<file path="src/rtl/multicycle_ctrl_if.sv">
// ============================================================================
// Module   : multicycle_ctrl_if
// Brief    : Handshake/strobe bundle between the multicycle controller and datapath.
// Revision : 1.0
// ============================================================================
`default_nettype none

interface multicycle_ctrl_if;
  logic [6:0]  opcode;
  logic        branch_taken;
  logic        mem_ready;
  logic        mem_req;
  logic        mem_we;
  logic        mem_sel_data;
  logic        ir_write;
  logic        mdr_write;
  logic        pc_write;
  logic [1:0]  pc_src;
  logic        reg_write;
  logic [1:0]  mem_to_reg;
  logic        alu_src;
  logic [1:0]  alu_op;
  logic        trap;
  logic        instr_retired;
  logic [2:0]  state;
  logic [31:0] instret;

  modport master (
    input  opcode, branch_taken, mem_ready,
    output mem_req, mem_we, mem_sel_data, ir_write, mdr_write, pc_write, pc_src,
           reg_write, mem_to_reg, alu_src, alu_op, trap, instr_retired, state, instret
  );

  modport slave (
    output opcode, branch_taken, mem_ready,
    input  mem_req, mem_we, mem_sel_data, ir_write, mdr_write, pc_write, pc_src,
           reg_write, mem_to_reg, alu_src, alu_op, trap, instr_retired, state, instret
  );
endinterface

`default_nettype wire

</file>
<file path="src/rtl/multicycle_ctrl.sv">
// ============================================================================
// Module   : multicycle_ctrl
// Brief    : Multicycle RV32I control FSM with memory-wait timeout and retire counter.
// Revision : 1.0
// ============================================================================
`default_nettype none

module multicycle_ctrl #(
  parameter int unsigned TIMEOUT_CYCLES = 16
) (
  input  wire logic          clk,
  input  wire logic          rst_n,
  multicycle_ctrl_if.master  bus
);

  typedef enum logic [2:0] {
    S_FETCH  = 3'd0,
    S_DECODE = 3'd1,
    S_EXEC   = 3'd2,
    S_MEM    = 3'd3,
    S_WB     = 3'd4,
    S_TRAP   = 3'd7
  } state_e;

  localparam logic [6:0] OP_R      = 7'b0110011;
  localparam logic [6:0] OP_I      = 7'b0010011;
  localparam logic [6:0] OP_LOAD   = 7'b0000011;
  localparam logic [6:0] OP_STORE  = 7'b0100011;
  localparam logic [6:0] OP_BRANCH = 7'b1100011;
  localparam logic [6:0] OP_JAL    = 7'b1101111;
  localparam logic [6:0] OP_JALR   = 7'b1100111;
  localparam logic [6:0] OP_LUI    = 7'b0110111;
  localparam logic [6:0] OP_AUIPC  = 7'b0010111;
  localparam logic [7:0] WAIT_LAST = 8'(TIMEOUT_CYCLES - 1);

  state_e      state_q, state_d;
  logic [6:0]  op_q, op_d;
  logic [7:0]  wait_q, wait_d;
  logic [31:0] instret_q, instret_d;
  logic        req;
  logic        retire;

  function automatic logic is_legal(input logic [6:0] op);
    return (op == OP_R) || (op == OP_I) || (op == OP_LOAD) || (op == OP_STORE) ||
           (op == OP_BRANCH) || (op == OP_JAL) || (op == OP_JALR) ||
           (op == OP_LUI) || (op == OP_AUIPC);
  endfunction

  always_comb begin
    state_d           = state_q;
    op_d              = op_q;
    req               = 1'b0;
    retire            = 1'b0;
    bus.mem_req       = 1'b0;
    bus.mem_we        = 1'b0;
    bus.mem_sel_data  = 1'b0;
    bus.ir_write      = 1'b0;
    bus.mdr_write     = 1'b0;
    bus.pc_write      = 1'b0;
    bus.pc_src        = 2'b00;
    bus.reg_write     = 1'b0;
    bus.mem_to_reg    = 2'b00;
    bus.alu_src       = 1'b0;
    bus.alu_op        = 2'b00;
    bus.trap          = 1'b0;

    case (state_q)
      S_FETCH: begin
        req = 1'b1;
        if (bus.mem_ready) begin
          bus.ir_write = 1'b1;
          state_d      = S_DECODE;
        end else if (wait_q == WAIT_LAST) begin
          state_d = S_TRAP;
        end
      end
      S_DECODE: begin
        op_d    = bus.opcode;
        state_d = is_legal(bus.opcode) ? S_EXEC : S_TRAP;
      end
      S_EXEC: begin
        bus.alu_src = !((op_q == OP_R) || (op_q == OP_BRANCH));
        if ((op_q == OP_R) || (op_q == OP_I))
          bus.alu_op = 2'b10;
        else if (op_q == OP_BRANCH)
          bus.alu_op = 2'b01;
        if (op_q == OP_BRANCH) begin
          bus.pc_write = 1'b1;
          bus.pc_src   = bus.branch_taken ? 2'b01 : 2'b00;
          retire       = 1'b1;
          state_d      = S_FETCH;
        end else if ((op_q == OP_LOAD) || (op_q == OP_STORE)) begin
          state_d = S_MEM;
        end else begin
          state_d = S_WB;
        end
      end
      S_MEM: begin
        req              = 1'b1;
        bus.mem_sel_data = 1'b1;
        bus.mem_we       = (op_q == OP_STORE);
        if (bus.mem_ready) begin
          if (op_q == OP_STORE) begin
            bus.pc_write = 1'b1;
            retire       = 1'b1;
            state_d      = S_FETCH;
          end else begin
            bus.mdr_write = 1'b1;
            state_d       = S_WB;
          end
        end else if (wait_q == WAIT_LAST) begin
          state_d = S_TRAP;
        end
      end
      S_WB: begin
        bus.reg_write = 1'b1;
        bus.pc_write  = 1'b1;
        retire        = 1'b1;
        state_d       = S_FETCH;
        if (op_q == OP_LOAD)
          bus.mem_to_reg = 2'b01;
        else if ((op_q == OP_JAL) || (op_q == OP_JALR))
          bus.mem_to_reg = 2'b10;
        if (op_q == OP_JAL)
          bus.pc_src = 2'b10;
        else if (op_q == OP_JALR)
          bus.pc_src = 2'b11;
      end
      S_TRAP: begin
        bus.trap = 1'b1;
      end
      default: begin
        state_d = S_TRAP;
      end
    endcase

    // Any state change (entry to FETCH or MEM included) restarts the wait count.
    if (state_d != state_q)
      wait_d = 8'd0;
    else if (req && !bus.mem_ready)
      wait_d = wait_q + 8'd1;
    else
      wait_d = wait_q;

    bus.mem_req       = req;
    bus.instr_retired = retire;
    instret_d         = instret_q + {31'd0, retire};

    if (!rst_n) begin
      bus.mem_req       = 1'b0;
      bus.mem_we        = 1'b0;
      bus.mem_sel_data  = 1'b0;
      bus.ir_write      = 1'b0;
      bus.mdr_write     = 1'b0;
      bus.pc_write      = 1'b0;
      bus.pc_src        = 2'b00;
      bus.reg_write     = 1'b0;
      bus.mem_to_reg    = 2'b00;
      bus.alu_src       = 1'b0;
      bus.alu_op        = 2'b00;
      bus.trap          = 1'b0;
      bus.instr_retired = 1'b0;
    end
  end

  always_ff @(posedge clk) begin
    if (!rst_n) begin
      state_q   <= S_FETCH;
      op_q      <= 7'd0;
      wait_q    <= 8'd0;
      instret_q <= 32'd0;
    end else begin
      state_q   <= state_d;
      op_q      <= op_d;
      wait_q    <= wait_d;
      instret_q <= instret_d;
    end
  end

  assign bus.state   = state_q;
  assign bus.instret = instret_q;

endmodule

`default_nettype wire
</file>
<file path="src/flat_wrapper.sv">
// flat-port wrapper written by rule: the top's interface ports become plain ports
module multicycle_ctrl_flat 
#(
  parameter int unsigned TIMEOUT_CYCLES = 16
)
  (clk, rst_n, bus_opcode, bus_branch_taken, bus_mem_ready, bus_mem_req, bus_mem_we, bus_mem_sel_data, bus_ir_write, bus_mdr_write, bus_pc_write, bus_pc_src, bus_reg_write, bus_mem_to_reg, bus_alu_src, bus_alu_op, bus_trap, bus_instr_retired, bus_state, bus_instret);
  multicycle_ctrl_if bus_i ();
  input  wire logic clk;
  input  wire logic rst_n;
  input wire logic [$bits(bus_i.opcode)-1:0] bus_opcode;
  input wire logic [$bits(bus_i.branch_taken)-1:0] bus_branch_taken;
  input wire logic [$bits(bus_i.mem_ready)-1:0] bus_mem_ready;
  output wire logic [$bits(bus_i.mem_req)-1:0] bus_mem_req;
  output wire logic [$bits(bus_i.mem_we)-1:0] bus_mem_we;
  output wire logic [$bits(bus_i.mem_sel_data)-1:0] bus_mem_sel_data;
  output wire logic [$bits(bus_i.ir_write)-1:0] bus_ir_write;
  output wire logic [$bits(bus_i.mdr_write)-1:0] bus_mdr_write;
  output wire logic [$bits(bus_i.pc_write)-1:0] bus_pc_write;
  output wire logic [$bits(bus_i.pc_src)-1:0] bus_pc_src;
  output wire logic [$bits(bus_i.reg_write)-1:0] bus_reg_write;
  output wire logic [$bits(bus_i.mem_to_reg)-1:0] bus_mem_to_reg;
  output wire logic [$bits(bus_i.alu_src)-1:0] bus_alu_src;
  output wire logic [$bits(bus_i.alu_op)-1:0] bus_alu_op;
  output wire logic [$bits(bus_i.trap)-1:0] bus_trap;
  output wire logic [$bits(bus_i.instr_retired)-1:0] bus_instr_retired;
  output wire logic [$bits(bus_i.state)-1:0] bus_state;
  output wire logic [$bits(bus_i.instret)-1:0] bus_instret;
  assign bus_i.opcode = bus_opcode;
  assign bus_i.branch_taken = bus_branch_taken;
  assign bus_i.mem_ready = bus_mem_ready;
  assign bus_mem_req = bus_i.mem_req;
  assign bus_mem_we = bus_i.mem_we;
  assign bus_mem_sel_data = bus_i.mem_sel_data;
  assign bus_ir_write = bus_i.ir_write;
  assign bus_mdr_write = bus_i.mdr_write;
  assign bus_pc_write = bus_i.pc_write;
  assign bus_pc_src = bus_i.pc_src;
  assign bus_reg_write = bus_i.reg_write;
  assign bus_mem_to_reg = bus_i.mem_to_reg;
  assign bus_alu_src = bus_i.alu_src;
  assign bus_alu_op = bus_i.alu_op;
  assign bus_trap = bus_i.trap;
  assign bus_instr_retired = bus_i.instr_retired;
  assign bus_state = bus_i.state;
  assign bus_instret = bus_i.instret;
  multicycle_ctrl #(.TIMEOUT_CYCLES(TIMEOUT_CYCLES)) u_core (.clk(clk), .rst_n(rst_n), .bus(bus_i));
endmodule
</file>
<file path="config.mk">
export PLATFORM = sky130hd
export DESIGN_NAME = multicycle_ctrl_flat
export DESIGN_NICKNAME = d
export VERILOG_FILES = /design/src/rtl/multicycle_ctrl_if.sv /design/src/rtl/multicycle_ctrl.sv /design/src/flat_wrapper.sv
export SDC_FILE = /design/constraint.sdc
export NUM_CORES = 1
export LEC_CHECK = 0
export BUFFER_PORTS_ARGS = -buffer_cell sky130_fd_sc_hd__clkbuf_2
export CORE_UTILIZATION = 30
export CTS_CLUSTER_SIZE = 24
export DETAILED_ROUTE_END_ITERATION = 8
export PLACE_DENSITY = 0.54
export SYNTH_ARGS = -nofsm -noshare
export SYNTH_HDL_FRONTEND = slang
export SYNTH_SLANG_ARGS = --single-unit
</file>
<file path="constraint.sdc">
create_clock -name clk -period 3.29 [get_ports clk]
set_input_delay 0.987 -clock clk [delete_from_list [all_inputs] [get_ports clk]]
set_output_delay 0.987 -clock clk [all_outputs]
set_load 0.01 [all_outputs]
</file>
==> metrics <==
outcome finished, final reports clean; synthesis warning total 0; Worst setup SP type register; post-CTS clock slew at the launch and capture registers of the worst setup and hold paths 0.09 ns; fraction of synthesis flops using an asynchronous set or reset pin 0%; area fraction in compound gates after synthesis 6.51%; Rel. slew slack 53.7%; postcts setup bufs 0; wire length of the first global-routing pass 9940 um; total power density per cell area 405 mW/mm2; Synth Cell Area 0.00257 mm2; max-slew violations 0; most used standard cells in the synthesized netlist sky130_fd_sc_hd__dfxtp_1 (50), sky130_fd_sc_hd__nor2_1 (50), sky130_fd_sc_hd__nand2_1 (23), sky130_fd_sc_hd__xor2_1 (20), sky130_fd_sc_hd__xnor2_1 (16); maximum clock skew at final layout 0.00672 ns; post-synthesis sequential element count 50; buffer type at the clock tree root sky130_fd_sc_hd__clkbuf_8; remaining design rule violation count 0; Congestion Overflow GR 0; transition at the pin with the smallest max-transition slack 0.688 ns; Routability Congestion 0.793; largest net degree at the start of global routing 35; Mean Syn Cell Area 8.73 um2; Die Width 94.6 um; cell taking the most area after synthesis sky130_fd_sc_hd__dfxtp_1; post-synthesis instance total 295; commonest register cell after synthesis sky130_fd_sc_hd__dfxtp_1; growth of design area from synthesis to finish 23.2%; Register Area 0.00100 mm2; number of port buffers 61; Critical Path AT 3.19 ns; final setup vio count 0; via density per instance 4.79; Max Buffers Root-to-Sink 2; area fraction in and, or, nand and nor cells after synthesis 35.3%; critical path peak fanout 6; clock sink total 50; CTS H-tree depth 2; WL per Instance 12.9 um; kind of end point of the critical path register; Antenna Nets Post-Route 0; portion of the clock cycle consumed by the worst path in the final layout 90.9%; Net count, final 380; fraction of layout cells with a size suffix above 1 27.1%; area of combinational cells with multiple inputs 0.00154 mm2; overall fraction of global-route tracks in use 13.9%; core occupancy in the finished layout 38.4%; Worst Hold Margin 0.516 ns; maximum clock frequency 334 MHz; fraction of post-synthesis cell area in the top cell type by area 38.9%; start-to-end type of the worst setup path register to register; fraction of synthesized cell area in xor and xnor cells 12.2%; total leakage power 1.29 nW; register area share after synthesis 38.9%; synthesized netlist net count 309; Worst IR Drop VDD 0.222 mV; adder and majority cell fraction of the synthesized area 1.46%; first-pass iteration count of the detailed router 6; via count of the first global-routing pass 2110; count of final hold-check violations 0; area of the die 0.00896 mm2; vias post-DR 2251; CTS buffer count 5; DP Wirelength 4560 um; Core Footprint 0.00826 mm2; initial core utilization 31.2%; vertical die dimension 94.6 um; total wire length after detailed routing 6040 um; number of antenna violations at the first check in global routing 0; Post-synth EDFFs 0; top cells by area in the synthesized netlist sky130_fd_sc_hd__dfxtp_1 (39%), sky130_fd_sc_hd__nor2_1 (7.3%), sky130_fd_sc_hd__xor2_1 (6.8%), sky130_fd_sc_hd__xnor2_1 (5.4%), sky130_fd_sc_hd__mux2i_1 (3.5%); total power of the final layout 0.00128 W; HP Class register to register; final period demand of the worst path 2.99 ns; reported max-cap violation count 0; std cell rows 33; TritonCTS clock tree built; number of different library cells in the post-synthesis netlist 47; Iter 0 DRT Violations 34; RSZ-0062 raised after global routing false; I/O pin count 62; Antenna Cells 0; critical path data required time 3.49 ns; combinational family with the most area after synthesis simple AND/OR/NAND/NOR gates; clk_lat worst skew 0.30 ns; fillers 890; final setup TNS 0 ns; mux contribution to synthesized area 3.50%
cell families (layout without fill, tap and decap cells):
logic type               Yosys count  after routing
buffers and inverters             13             83
adder cells (fa/ha/maj)            3              3
multiplexers                       9              9
XOR/XNOR                          36             36
flip-flops                        50             50
AND/OR/NAND/NOR                  160            160
AO/OA/AOI/OAI                     24             24
stage by stage:
step                instance area (um2)  worst slack, ns  std cells
detailed placement                 3070           0.0359        464
CTS                                3150            0.108        470
finish                             3170            0.299        470
global placement                   3070          0.00528        464
floorplan                          2570            0.308        295
global route                       3170           0.0393        470
registers in the layout, indices dropped and copies added (netlist names):
| name | count |
|---|---|
| u_core.bus.state | 3 |
| u_core.bus.instret | 32 |
| u_core.wait_q | 8 |
| u_core.op_q | 7 |
layout by cell type (no fill, tap or decap), drive strengths merged, types with 2 or more instances in the layout:
| cell type | count |
|---|---|
| buf | 14 |
| and2 | 13 |
| nor2 | 50 |
| ha | 3 |
| nand4 | 8 |
| mux2i | 9 |
| a31oi | 2 |
| nor3b | 3 |
| nor4b | 3 |
| clkbuf | 67 |
| a21oi | 7 |
| and3 | 10 |
| xnor2 | 16 |
| nor2b | 2 |
| and4 | 3 |
| xor2 | 20 |
| dfxtp | 50 |
| or3 | 4 |
| nand2 | 24 |
| a2111oi | 2 |
| nor3 | 13 |
| o21ai | 5 |
| nand2b | 4 |
| nor4 | 4 |
| nand3 | 16 |
power by group:
| part | switching [W] | leakage [nW] | internal (W) |
|---|---|---|---|
| clock | 0.000192 | 0.0431 | 0.000163 |
| sequential | 0.0000337 | 0.404 | 0.000628 |
| combinational | 0.000153 | 0.841 | 0.000113 |
area by class of cell:
| type | instances | area share [%] |
|---|---|---|
| clock buffers | 6 | 2.60 |
| inverters | 2 | 0.237 |
| multi-input cells | 232 | 48.5 |
| flip-flops and latches | 50 | 31.6 |
| well taps | 105 | 4.14 |
| repair buffers | 75 | 12.9 |
final timing paths:
path,start,end,slack [ns],cells after the start
setup / recovery,u_core.op_q[3]$_SDFFE_PN0P_,u_core.bus.instret[24]$_SDFF_PN0_,0.30,12
hold / removal,u_core.bus.instret[30]$_SDFF_PN0_,u_core.bus.instret[30]$_SDFF_PN0_,0.52,2
setup reg to reg,u_core.op_q[3]$_SDFFE_PN0P_,u_core.bus.instret[24]$_SDFF_PN0_,0.30,12
hold reg to reg,u_core.bus.instret[30]$_SDFF_PN0_,u_core.bus.instret[30]$_SDFF_PN0_,0.52,2
timing repair:
| action | in CTS | in global routing |
|---|---|---|
| hold buffers | 0 | 0 |
| gates resized for setup | 0 | 3 |
| setup endpoints to repair | 0 | 16 |
critical path, stage by stage (launching register included):
cell and delay (ns):
sky130_fd_sc_hd__dfxtp_1 0.33, sky130_fd_sc_hd__nand4bb_4 0.28, sky130_fd_sc_hd__nor3_4 0.22, sky130_fd_sc_hd__nand2_1 0.17, sky130_fd_sc_hd__o32ai_2 0.34, sky130_fd_sc_hd__ha_1 0.23, sky130_fd_sc_hd__ha_1 0.16, sky130_fd_sc_hd__nand2_1 0.07
sky130_fd_sc_hd__or3_4 0.37, sky130_fd_sc_hd__nor4_4 0.30, sky130_fd_sc_hd__nand3_1 0.14, sky130_fd_sc_hd__xnor2_1 0.14, sky130_fd_sc_hd__and2_1 0.14
routing by layer:
metal | part of all wire (%) | global-route usage [%] | vias to the layer above
met3 | 4.0 | 2.66 | 7
met1 | 48 | 17.4 | 1034
met4 | 1.2 | 3.54 | 0
li1 | - | - | 1164
met5 | 0 | 0 | -
met2 | 47 | 24.3 | 46
Note: power is estimated with default switching activity, not from simulation.
